$ cat config.mk
export PLATFORM = sky130hd
export DESIGN_NAME = fifo_wr_arbiter_flat
export DESIGN_NICKNAME = d
export VERILOG_FILES = /design/src/rtl/fifo_wr_arbiter_if.sv /design/src/rtl/fifo_wr_arbiter.sv /design/src/flat_wrapper.sv
export SDC_FILE = /design/constraint.sdc
export NUM_CORES = 1
export LEC_CHECK = 0
export ABC_AREA = 1
export CAP_MARGIN = 0
export CORE_UTILIZATION = 47
export CTS_CLUSTER_DIAMETER = 200
export DETAILED_ROUTE_END_ITERATION = 6
export PLACE_DENSITY = 0.95
export REMOVE_ABC_BUFFERS = 1
export SETUP_SLACK_MARGIN = 0.05
export SLEW_MARGIN = 0
export SYNTH_ARGS = -nofsm -noshare
export SYNTH_HDL_FRONTEND = slang
export SYNTH_SLANG_ARGS = --single-unit
export TNS_END_PERCENT = 30
$ cat constraint.sdc
create_clock -name clk -period 5.5 [get_ports clk]
set_input_delay 1.1 -clock clk [delete_from_list [all_inputs] [get_ports clk]]
set_output_delay 1.1 -clock clk [all_outputs]
set_load 0.02 [all_outputs]
$ cat src/rtl/fifo_wr_arbiter_if.sv
// Write-port bundle between N_REQ producers, the arbiter and the FIFO write side.
interface fifo_wr_arbiter_if #(
  parameter int N_REQ  = 4,
  parameter int DATA_W = 16
);
  logic [N_REQ-1:0]        req_vld;
  logic [N_REQ*DATA_W-1:0] req_data;
  logic [N_REQ-1:0]        req_en_mask;
  logic [N_REQ-1:0]        req_rdy;
  logic                    wr;
  logic [DATA_W-1:0]       wr_data;
  logic                    full;

  // arbiter side
  modport master (
    input  req_vld, req_data, req_en_mask, full,
    output req_rdy, wr, wr_data
  );

  // producer / FIFO side
  modport slave (
    output req_vld, req_data, req_en_mask, full,
    input  req_rdy, wr, wr_data
  );
endinterface

$ cat src/rtl/fifo_wr_arbiter.sv
// Round-robin write-port arbiter with bounded burst ownership.
// Grants are combinational (zero-latency accept); an owner that drops out
// mid-burst is released in the same cycle so the next requester wins with
// no bubble.
module fifo_wr_arbiter #(
  parameter int N_REQ     = 4,
  parameter int DATA_W    = 16,
  parameter int MAX_BURST = 4,
  parameter int CNT_W     = 16,
  localparam int IDX_W    = (N_REQ > 1) ? $clog2(N_REQ) : 1,
  localparam int BC_W     = $clog2(MAX_BURST + 1)
) (
  input  logic                clk,
  input  logic                rst,
  fifo_wr_arbiter_if.master   bus,
  output logic [IDX_W-1:0]    owner,
  output logic                busy,
  output logic [CNT_W-1:0]    xfer_cnt
);

  typedef enum logic {IDLE, BURST} state_t;

  state_t           state, state_n;
  logic [IDX_W-1:0] rr_ptr, rr_n, owner_n, base, sel;
  logic [BC_W-1:0]  burst_cnt, bcnt_n;
  logic [N_REQ-1:0] elig, grant;
  logic             found;

  function automatic logic [IDX_W-1:0] inc_idx(input logic [IDX_W-1:0] i);
    return (i == IDX_W'(N_REQ - 1)) ? '0 : i + IDX_W'(1);
  endfunction

  assign elig = bus.req_vld & bus.req_en_mask;
  // A released owner hands priority to the next index, same as a completed burst.
  assign base = (state == BURST) ? inc_idx(owner) : rr_ptr;

  // First eligible requester scanning base, base+1, ... modulo N_REQ
  always_comb begin
    found = 1'b0;
    sel   = '0;
    for (int k = 0; k < N_REQ; k++) begin
      int j;
      j = int'(base) + k;
      if (j >= N_REQ) j = j - N_REQ;
      if (!found && elig[j]) begin
        found = 1'b1;
        sel   = IDX_W'(j);
      end
    end
  end

  // Next-state, ownership and grant decision
  always_comb begin
    state_n = state;
    rr_n    = rr_ptr;
    owner_n = owner;
    bcnt_n  = burst_cnt;
    grant   = '0;
    if (state == BURST && elig[owner]) begin
      // owner keeps the port; full only stalls, ownership is held
      if (!bus.full) begin
        grant[owner] = 1'b1;
        bcnt_n       = burst_cnt + BC_W'(1);
        if (bcnt_n == BC_W'(MAX_BURST)) begin
          state_n = IDLE;
          rr_n    = inc_idx(owner);
        end
      end
    end else begin
      if (state == BURST) begin
        state_n = IDLE;
        rr_n    = inc_idx(owner);
      end
      if (found && !bus.full) begin
        grant[sel] = 1'b1;
        owner_n    = sel;
        bcnt_n     = BC_W'(1);
        if (MAX_BURST == 1) rr_n = inc_idx(sel);
        else                state_n = BURST;
      end
    end
    if (rst) grant = '0;
  end

  // Write data mux driven by the one-hot grant
  always_comb begin
    bus.wr_data = '0;
    for (int i = 0; i < N_REQ; i++)
      if (grant[i]) bus.wr_data = bus.req_data[i*DATA_W +: DATA_W];
  end

  assign bus.req_rdy = grant;
  assign bus.wr      = |grant;
  assign busy        = (state == BURST);

  // State registers and accepted-word counter
  always_ff @(posedge clk or posedge rst) begin
    if (rst) begin
      state     <= IDLE;
      rr_ptr    <= '0;
      owner     <= '0;
      burst_cnt <= '0;
      xfer_cnt  <= '0;
    end else begin
      state     <= state_n;
      rr_ptr    <= rr_n;
      owner     <= owner_n;
      burst_cnt <= bcnt_n;
      if (bus.wr) xfer_cnt <= xfer_cnt + CNT_W'(1);
    end
  end

endmodule

$ cat src/flat_wrapper.sv
// flat-port wrapper written by rule: the top's interface ports become plain ports
module fifo_wr_arbiter_flat 
#(
  parameter int N_REQ     = 4,
  parameter int DATA_W    = 16,
  parameter int MAX_BURST = 4,
  parameter int CNT_W     = 16,
  localparam int IDX_W    = (N_REQ > 1) ? $clog2(N_REQ) : 1,
  localparam int BC_W     = $clog2(MAX_BURST + 1)
)
  (clk, rst, owner, busy, xfer_cnt, bus_req_vld, bus_req_data, bus_req_en_mask, bus_full, bus_req_rdy, bus_wr, bus_wr_data);
  fifo_wr_arbiter_if #(.N_REQ(N_REQ), .DATA_W(DATA_W)) bus_i ();
  input  logic clk;
  input  logic rst;
  output logic [IDX_W-1:0] owner;
  output logic busy;
  output logic [CNT_W-1:0] xfer_cnt;
  input wire logic [$bits(bus_i.req_vld)-1:0] bus_req_vld;
  input wire logic [$bits(bus_i.req_data)-1:0] bus_req_data;
  input wire logic [$bits(bus_i.req_en_mask)-1:0] bus_req_en_mask;
  input wire logic [$bits(bus_i.full)-1:0] bus_full;
  output wire logic [$bits(bus_i.req_rdy)-1:0] bus_req_rdy;
  output wire logic [$bits(bus_i.wr)-1:0] bus_wr;
  output wire logic [$bits(bus_i.wr_data)-1:0] bus_wr_data;
  assign bus_i.req_vld = bus_req_vld;
  assign bus_i.req_data = bus_req_data;
  assign bus_i.req_en_mask = bus_req_en_mask;
  assign bus_i.full = bus_full;
  assign bus_req_rdy = bus_i.req_rdy;
  assign bus_wr = bus_i.wr;
  assign bus_wr_data = bus_i.wr_data;
  fifo_wr_arbiter #(.N_REQ(N_REQ), .DATA_W(DATA_W), .MAX_BURST(MAX_BURST), .CNT_W(CNT_W)) u_core (.clk(clk), .rst(rst), .bus(bus_i), .owner(owner), .busy(busy), .xfer_cnt(xfer_cnt));
endmodule
==> reports/qor.yml, run 1 <==
drt:
  detail-route-antenna-nets: 0
  viasPerCell: 5.44
  firstDrtPassIters: 5
  drt-wirelength-per-cell_microns: 13.9
  routed_wl_microns: 8960
  vias: 3499
  drc_errors: 0
  drtIter0Drc: 214
grt:
  grt_pass1_wl_microns: 14200
  antenna_found_initial: 0
  overflow: 0
  grt_use_total_pct: 28.3
  grt_pass1_vias: 3125
  grt_max_degree: 33
pwr:
  ir_drop_mv: 0.339
  power_w: 0.00209
  powerDensity_nw_per_um2: 520
  p_leak_nw: 1.98
clock_network:
  cts.sinks: 24
  post_cts_buffers: 0
  clk_pin_slew_ns: 0.08
  clk_latency_ns: 0.27
  tritoncts: "yes"
  cts.path.max_buffers: 2
  htreeDepth: 1
  cts_root_buf: "clkbuf_8"
  numCtsBuffers: 3
die:
  die_area_sq_um: 6190
  die_y_microns: 78.7
  ios: 115
  core-area_sq_um: 5570
  die_w_microns: 78.7
  row_count: 27
  initial_core_util_pct: 49.6
synthesis:
  synth_top_area_share_pct: 21.7
  synth-edff-count: 0
  async_flop_share_pct: 100
  synth_cell_types: 35
  post-synth-top-count-cell: "nand2_1"
  synth.avg_cell_area_sq_um: 5.97
  synthFlopType: "dfrtp_1"
  ys_ff_latch: 24
  synth_seq_area_share_pct: 21.7
  syn_area_sq_um: 2760
  synth_area_leaders: "dfrtp_1 22%, nand2_1 19%, nand3_1 17%"
  yosys.area.top_type: "dfrtp_1"
  synthCells: 463
  yosys_warnings: 0
  synth_common_cells: "137 x nand2_1, 94 x nand3_1, 71 x nor2_1"
timing:
  finalWorstSetupSlack_ns: 0.329
  slew_violations: 0
  setup_tns_ns: 0
  timing.final.crit_share_pct: 94.0
  finalHoldViolCount: 0
  max_freq_mhz: 193
  period_minus_slack_ns: 5.17
  setup_viol: 0
  worst_slew_pin_slew_ns: 0.531
  skew_ns: 0.00834
  max_slew_margin_pct: 64.3
  rsz0062_at_grt: "no"
worst_setup_path:
  criticalPathCategory: "in -> out"
  max_stage_delay_ns: 0.64
  crit_buf_inv: 3
  crit_path_end_kind: "output port"
  crit_required_ns: 4.40
  reg2reg_setup_slack_ns: 2.23
  crit_family: "simple AND/OR/NAND/NOR gates"
  critical_path.max_fanout: 16
  cp_cell_sequence: "clkdlybuf4s50_1, nand2_1, inv_1, nand3_1, nand2_1, nand2_1, nand2_1, nor2_2, nand2_1, nor2_1, nor2_1, nand3_1, nand2_2, nand3_1, nor2_1, nor2_1, nor2_1, clkdlybuf4s50_1"
  startpoint_type: "primary input"
  slowest_stage: "clkdlybuf4s50_1"
  arrival_ns: 4.07
finish:
  diodes: 0
  finalNetCount: 654
  area.growth.synth_to_final_pct: 45.1
  nFillCells: 489
  drive_above_1_share_pct: 9.28
placement:
  hpwl_microns: 6930
  pre_cts_ws_ns: 0.195
  routabilityCongestion: 0.920
  numPortBuffers: 114
status:
  outcome: "finished, final reports clean"
min_path:
  hold_path_class: "reg -> reg"
flow_run:
  drv_cap: 0
## path summary, 6_finish.rpt
path,startpoint,endpoint,cells past startpoint
worst max register to register,u_core.owner[0]$_DFFE_PP0P_,u_core.xfer_cnt[6]$_DFFE_PP0P_,20
worst min register to register,u_core.burst_cnt[1]$_DFFE_PP0P_,u_core.burst_cnt[1]$_DFFE_PP0P_,1
worst max-delay path,bus_req_vld[2],bus_wr_data[4],18
min in group asynchronous,rst,u_core.xfer_cnt[13]$_DFFE_PP0P_,3
worst min-delay path,u_core.burst_cnt[1]$_DFFE_PP0P_,u_core.burst_cnt[1]$_DFFE_PP0P_,1
max in group asynchronous,rst,u_core.busy$_DFFE_PP0P_,3
## timing repair
action	4_1_cts	5_1_grt
endpoints found under the setup margin	0	7
resized for setup	0	2
hold buffers	0	0
## report_power, final
group          internal (W)  switching (W)  total (W)
logic              0.000637        0.00106    0.00169
registers          0.000216      0.0000583   0.000275
clock network     0.0000640      0.0000555   0.000119
total              0.000917        0.00117    0.00209
## final cells by class
type                       count  area [sq um]  share of cell area (%)
clock buffer                   4          55.1                    1.37
inverter                      27           106                    2.65
multi-input combinational    393          1950                    48.5
sequential                    24           601                    15.0
tap                           72          90.1                    2.25
timing repair buffer         123          1210                    30.2
## registers in the layout (all words and copies together) (netlist names), named ones only
name / cells
u_core.burst_cnt: 3
u_core.busy: 1
u_core.owner: 2
u_core.rr_ptr: 1
u_core.xfer_cnt: 16
## logic make-up after synthesis
| kind of cell | synth area share (%) |
|---|---|
| AND/OR/NAND/NOR | 58.0 |
| buffers and inverters | 7.92 |
| flip-flops | 21.7 |
| AO/OA/AOI/OAI | 4.39 |
| XOR/XNOR | 4.75 |
| adder cells (fa/ha/maj) | 3.17 |
## through the flow
step           instances  hold slack [ns]  instance area (sq um)  utilization (%)
3_5_place_dp         639            0.506                   3950             70.9
3_3_place_gp         639            0.505                   3950             70.9
5_1_grt              643            0.575                   4010             72.0
4_1_cts              643            0.559                   4010             71.9
6_report             643            0.556                   4010             72.0
2_1_floorplan        444            0.473                   2650                -
## cell usage in the layout (no fill, tap or decap), types with 2 or more instances in the layout
| cell | n |
|---|---|
| o21ai_0 | 10 |
| or2_2 | 16 |
| xor2_1 | 10 |
| nor3_1 | 8 |
| nand2_4 | 3 |
| nand3_1 | 94 |
| a21oi_2 | 2 |
| inv_2 | 2 |
| nand2_1 | 136 |
| ha_1 | 7 |
| buf_4 | 8 |
| clkdlybuf4s50_1 | 114 |
| nand2_2 | 8 |
| xnor2_1 | 5 |
| a21oi_1 | 3 |
| nor2_4 | 3 |
| nor4_1 | 2 |
| clkbuf_8 | 4 |
| nor2_1 | 71 |
| dfrtp_1 | 24 |
| nor2_2 | 2 |
| inv_1 | 24 |
| nand4_1 | 5 |
## metal layers
metal	track usage, %	wire, microns	vias to the layer above
met5	0	0	-
met4	10.0	255	0
met3	4.30	828	25
met2	49.8	4240	165
met1	34.5	3630	1597
li1	-	-	1712
(Power assumes the default switching activity.)
==> run 2, diff against run 1 <==
CORE_MARGIN = 5   (was default)
CORE_UTILIZATION = 48   (was 47)
CTS_BUF_LIST = sky130_fd_sc_hd__clkbuf_8   (was default)
==> run 2 against run 1 <==
Utilization up 0.10 points. Combinational power down 2%. Non-clock buffer count down 4. Clock-buffer cell count unchanged. Sequential power about the same. Clock power about the same. Final cell count down 0.62%. Via count down 1.5%. Design area down 0.47%. Flip-flop and latch count unchanged.
==> reports/qor.yml, run 2 (same netlist as run 1, synthesis figures left out) <==
drt:
  firstDrtPassIters: 6  # +1
  viasPerCell: 5.39  # -0.87%
  routed_wl_microns: 9180  # +2.5%
  drtIter0Drc: 226  # +5.6%
  detail-route-antenna-nets: 0  # unchanged
  drt-wirelength-per-cell_microns: 14.4  # +3.2%
  vias: 3447  # -1.5%
  drc_errors: 0  # unchanged
timing:
  rsz0062_at_grt: "no"
  finalHoldViolCount: 0  # unchanged
  skew_ns: 0.00653  # -0.00181 ns
  finalWorstSetupSlack_ns: 0.422  # +0.0925 ns
  slew_violations: 0  # unchanged
  period_minus_slack_ns: 5.08  # -0.0925 ns
  timing.final.crit_share_pct: 92.3  # -1.7 points
  max_freq_mhz: 197  # +1.8%
  setup_tns_ns: 0  # unchanged
  setup_viol: 0  # unchanged
  worst_slew_pin_slew_ns: 0.558  # +0.0269 ns
  max_slew_margin_pct: 62.7  # -1.5 points
min_path:
  hold_path_class: "reg -> reg"
die:
  die_w_microns: 85.9  # +9.1%
  ios: 115  # unchanged
  core-area_sq_um: 5540  # -0.61%
  die_area_sq_um: 7380  # +19%
  row_count: 27  # unchanged
  initial_core_util_pct: 49.9  # +0.30 points
  die_y_microns: 85.9  # +9.1%
finish:
  regMostFlops: "u_core.xfer_cnt"
  drive_above_1_share_pct: 8.82  # -0.46 points
  area.growth.synth_to_final_pct: 44.5
  largest_reg_flops: 16  # unchanged
  final_cell_mix: "135 x nand2_1, 114 x clkdlybuf4s50_1, 94 x nand3_1"
  final_common_cell: "nand2_1"
  finalNetCount: 650  # -0.61%
  design_area_sq_um: 3990  # -0.47%
  diodes: 0  # unchanged
  nFillCells: 452  # -7.6%
  reg.largest.list: "u_core.xfer_cnt (16), u_core.burst_cnt (3), u_core.owner (2)"
pwr:
  p_leak_nw: 1.96  # -0.77%
  ir_drop_mv: 0.352  # +4.0%
  powerDensity_nw_per_um2: 513  # -1.4%
placement:
  hpwl_microns: 6910  # -0.33%
  pre_cts_ws_ns: 0.356  # +0.161 ns
  routabilityCongestion: 1.00  # +8.7%
  placed_cell_area_sq_um: 3930  # -0.44%
  numPortBuffers: 114  # unchanged
clock_network:
  cts.path.max_buffers: 2  # unchanged
  cts_resized: 0  # unchanged
  clk_pin_slew_ns: 0.08  # about the same
  cts.sinks: 24  # unchanged
  tritoncts: "yes"
  clk_latency_ns: 0.26  # about the same
  numCtsBuffers: 3  # unchanged
  cts_root_buf: "clkbuf_8"
  holdBufCountCts: 0  # unchanged
  htreeDepth: 1  # unchanged
  post_cts_buffers: 0  # unchanged
grt:
  grt_max_degree: 50  # +52%
  antenna_found_initial: 0  # unchanged
  grt_use_total_pct: 24.1  # -4.2 points
  overflow: 0  # unchanged
  grt_pass1_wl_microns: 14900  # +5.3%
  grt_pass1_vias: 3170  # +1.4%
worst_setup_path:
  crit_required_ns: 4.40  # about the same
  criticalPathCategory: "in -> out"
  max_stage_delay_ns: 0.63  # about the same
  cp_cell_sequence: "clkdlybuf4s50_1, nand2_1, inv_1, nand3_1, nand2_1, nand2_1, nand2_1, nor2_2, nand3b_1, nand3_1, nand3_1, nand2_1, nand2_1, buf_4, nor2_1, nand2_1, nand2_1, nor2_1, clkdlybuf4s50_1"
  startpoint_type: "primary input"
  arrival_ns: 3.98  # -0.09 ns
  crit_family: "buffers and inverters"
  crit_path_end_kind: "output port"
  crit_buf_inv: 4  # +1
  slowest_stage: "clkdlybuf4s50_1"
  cp_common_cell: "nand2_1"
  critical_path.max_fanout: 32  # +16
flow_run:
  drv_cap: 0  # unchanged
status:
  outcome: "finished, final reports clean"
[run 2: cell type report]
type | instances | area (sq um) | area share (%)
Inverter | 27 | 106 | 2.66
Timing Repair Buffer | 119 | 1190 | 29.8
Clock buffer | 4 | 55.1 | 1.38
Tap cell | 72 | 90.1 | 2.26
Sequential cell | 24 | 601 | 15.0
Multi-Input combinational cell | 393 | 1950 | 48.8
[run 2: through the flow]
stage          hold WS (ns)  util (%)  instances  power, W
5_1_grt               0.578      72.1        639   0.00222
3_5_place_dp          0.517      71.0        635   0.00191
4_1_cts               0.536      72.0        639   0.00204
3_3_place_gp          0.503      71.0        635   0.00187
6_report              0.529      72.1        639   0.00205
2_1_floorplan         0.473         -        444   0.00133
[run 2: per-layer routing]
metal | wire length (microns) | up-vias | global-route usage [%]
met5 | 0 | - | 0
met4 | 95 | 0 | 2.88
met3 | 737 | 18 | 2.50
met2 | 4430 | 157 | 42.6
met1 | 3920 | 1566 | 32.4
li1 | - | 1706 | -
[run 2: report_power, final]
part           switching (W)  leakage, nW  internal [W]
clock              0.0000531       0.0288     0.0000639
sequential         0.0000594        0.318      0.000216
combinational        0.00103         1.61      0.000619
[run 2: worst min-delay path, stage by stage, from the launching register on]
cell	delay (ns)
dfrtp_1	0.37
nand2_1	0.06
o21ai_0	0.07
[run 2: worst paths after layout]
| kind | from | end | slack [ns] | cells past startpoint |
|---|---|---|---|---|
| max reg2reg | u_core.owner[0]$_DFFE_PP0P_ | u_core.xfer_cnt[9]$_DFFE_PP0P_ | 2.23 | 21 |
| max in group asynchronous | rst | u_core.xfer_cnt[5]$_DFFE_PP0P_ | 3.36 | 3 |
| min | u_core.burst_cnt[2]$_DFFE_PP0P_ | u_core.burst_cnt[2]$_DFFE_PP0P_ | 0.53 | 2 |
| min in group asynchronous | rst | u_core.xfer_cnt[15]$_DFFE_PP0P_ | 1.90 | 3 |
| min reg2reg | u_core.burst_cnt[2]$_DFFE_PP0P_ | u_core.burst_cnt[2]$_DFFE_PP0P_ | 0.53 | 2 |
| max | bus_req_en_mask[2] | bus_wr_data[1] | 0.42 | 19 |
==> run 3, diff against run 2 <==
ABC_AREA = default   (was 1)
CORE_UTILIZATION = 49   (was 48)
==> run 3 against run 2 <==
Sequential power shrank 1%. Register-to-register slack gained 0.43 ns. Utilization is 1.5 points higher. Critical path type unchanged.
==> reports/qor.yml, run 3 <==
status:
  outcome: "finished, final reports clean"
die:
  die_w_microns: 86.2  # +0.41%
  die_area_sq_um: 7440  # +0.83%
  core-area_sq_um: 5570  # +0.61%
  row_count: 27  # unchanged
  die_y_microns: 86.2  # +0.41%
  ios: 115  # unchanged
  initial_core_util_pct: 51.1  # +1.2 points
synthesis:
  synth_common_cells: "42 x inv_1, 25 x o211ai_1, 24 x dfrtp_1"
  synthFlopType: "dfrtp_1"
  async_flop_share_pct: 100  # unchanged
  synthCells: 331  # -29%
  syn_area_sq_um: 2850  # +3.0%
  post-synth-top-count-cell: "inv_1"
  synth_area_leaders: "dfrtp_1 21%, o211ai_1 6.6%, inv_1 5.5%"
  yosys_warnings: 0  # unchanged
  synth_top_area_share_pct: 21.1  # -0.64 points
  synth-edff-count: 0  # unchanged
  yosys.area.top_type: "dfrtp_1"
  synth.avg_cell_area_sq_um: 8.60  # +44%
  ys_ff_latch: 24  # unchanged
  synth_cell_types: 60  # +71%
  synth_seq_area_share_pct: 21.1  # -0.64 points
pwr:
  p_leak_nw: 1.53  # -22%
  ir_drop_mv: 0.231  # -34%
  powerDensity_nw_per_um2: 258  # -50%
finish:
  diodes: 0  # unchanged
  area.growth.synth_to_final_pct: 44.0
  final_cell_mix: "114 x clkdlybuf4s50_1, 42 x inv_1, 25 x o211ai_1"
  final_cells: 507  # -21%
  regMostFlops: "u_core.xfer_cnt"
  largest_reg_flops: 16  # unchanged
  final_common_cell: "clkdlybuf4s50_1"
  finalNetCount: 519  # -20%
  design_area_sq_um: 4100  # +2.7%
  postLayoutCoreUtil_pct: 73.6  # +1.5 points
  drive_above_1_share_pct: 13.8  # +5.0 points
  reg.largest.list: "u_core.xfer_cnt (16), u_core.burst_cnt (3), u_core.owner (2)"
timing:
  period_minus_slack_ns: 5.31  # +0.228 ns
  setup_tns_ns: 0  # unchanged
  finalWorstSetupSlack_ns: 0.193  # -0.228 ns
  max_slew_margin_pct: 42.9  # -20 points
  finalHoldViolCount: 0  # unchanged
  max_freq_mhz: 188  # -4.3%
  slew_violations: 0  # unchanged
  rsz0062_at_grt: "yes"
  timing.final.crit_share_pct: 96.5  # +4.2 points
  skew_ns: 0.00272  # -0.00381 ns
  setup_viol: 0  # unchanged
  worst_slew_pin_slew_ns: 0.854  # +0.295 ns
min_path:
  hold_path_class: "reg -> reg"
drt:
  drtIter0Drc: 212  # -6.2%
  firstDrtPassIters: 5  # -1
  detail-route-antenna-nets: 0  # unchanged
  drc_errors: 0  # unchanged
  vias: 3327  # -3.5%
  viasPerCell: 6.56  # +22%
  routed_wl_microns: 10200  # +11%
  drt-wirelength-per-cell_microns: 20.1  # +40%
clock_network:
  holdBufCountCts: 0  # unchanged
  cts.path.max_buffers: 2  # unchanged
  tritoncts: "yes"
  clk_latency_ns: 0.26  # about the same
  cts_root_buf: "clkbuf_8"
  clk_pin_slew_ns: 0.08  # about the same
  numCtsBuffers: 3  # unchanged
  htreeDepth: 1  # unchanged
  post_cts_buffers: 0  # unchanged
  cts.sinks: 24  # unchanged
  cts_resized: 0  # unchanged
placement:
  hpwl_microns: 7580  # +9.7%
  placed_cell_area_sq_um: 4050  # +3.1%
  numPortBuffers: 114  # unchanged
  routabilityCongestion: 0.919  # -8.1%
  pre_cts_ws_ns: 0.191  # -0.165 ns
  dpl.cell_count: 504  # -21%
worst_setup_path:
  critical_path.max_fanout: 16  # -50%
  arrival_ns: 4.21  # +0.23 ns
  crit_path_end_kind: "output port"
  crit_required_ns: 4.40  # about the same
  startpoint_type: "primary input"
  criticalPathCategory: "in -> out"
flow_run:
  drv_cap: 0  # unchanged
grt:
  grt_pass1_vias: 3235  # +2.1%
  grt_use_total_pct: 25.7  # +1.6 points
  antenna_found_initial: 0  # unchanged
  grt_max_degree: 34  # -32%
  grt_pass1_wl_microns: 15700  # +5.5%
  overflow: 0  # unchanged
## run 3: changes by cell type in the layout (fill, tap and decap cells not counted), moves of 10 or more
cell / delta
or2_2: -16
nand2_1: -120
o211ai_1: +25
a311oi_1: +16
nand3_1: -81
inv_1: +18
nor4_1: +15
nor2_1: -62
a2111oi_2: +10
## run 3: critical path, stage by stage
cell and delay (ns):
clkdlybuf4s50_1 0.42, and2_1 0.22, mux4_2 0.55, a21oi_4 0.26, o211ai_2 0.40, a2111oi_0 0.59, a221oi_1 0.10, clkdlybuf4s50_1 0.57
## run 3: area by class of cell
| class | instances | area (sq um) |
|---|---|---|
| Inverter | 43 | 161 |
| Tap cell | 72 | 90.1 |
| Sequential cell | 24 | 601 |
| Fill cell | 402 | 1470 |
| Timing Repair Buffer | 128 | 1260 |
| Multi-Input combinational cell | 237 | 1950 |
| Clock buffer | 3 | 41.3 |
## run 3: where the power goes
part	leakage [nW]	internal, W	switching (W)
registers	0.278	0.000215	0.0000571
logic	1.23	0.000298	0.000384
clock network	0.0216	0.0000490	0.0000535
total	1.53	0.000562	0.000495
## run 3: worst paths after layout
check                      slack [ns]  cells after the start                         endpoint                            start
setup / recovery                 0.19                      8                   bus_wr_data[0]                   bus_req_vld[3]
hold / removal                   0.48                      1  u_core.xfer_cnt[15]$_DFFE_PP0P_  u_core.xfer_cnt[15]$_DFFE_PP0P_
setup reg to reg                 2.66                      9   u_core.xfer_cnt[1]$_DFFE_PP0P_      u_core.owner[0]$_DFFE_PP0P_
hold reg to reg                  0.48                      1  u_core.xfer_cnt[15]$_DFFE_PP0P_  u_core.xfer_cnt[15]$_DFFE_PP0P_
max in group asynchronous        3.90                      3   u_core.xfer_cnt[6]$_DFFE_PP0P_                              rst
min in group asynchronous        1.35                      3  u_core.burst_cnt[2]$_DFFE_PP0P_                              rst
## run 3: cells by family (layout without fill, tap and decap cells)
kind of cell             after synthesis  count (layout)  synth area share (%)
AO/OA/AOI/OAI                        123             123                  39.4
XOR/XNOR                               9               9                  2.77
adder cells (fa/ha/maj)                7               7                  3.08
buffers and inverters                 70             174                  10.8
flip-flops                            24              24                  21.1
multiplexers                           8               8                  4.26
AND/OR/NAND/NOR                       90              90                  18.6
## run 3: metal layers
| layer | vias up | GRT usage [%] | routed length [microns] |
|---|---|---|---|
| met1 | 1572 | 33.2 | 4140 |
| li1 | 1530 | - | - |
| met4 | 0 | 6.09 | 142 |
| met2 | 207 | 44.9 | 4870 |
| met3 | 18 | 3.90 | 1060 |
| met5 | - | 0 | 0 |
## run 3: stage by stage
step | power [W] | hold slack, ns
final | 0.00106 | 0.476
after global placement | 0.000930 | 0.464
after CTS | 0.00105 | 0.478
after floorplan | 0.000667 | 0.470
after detailed placement | 0.000947 | 0.468
after global routing | 0.00112 | 0.498
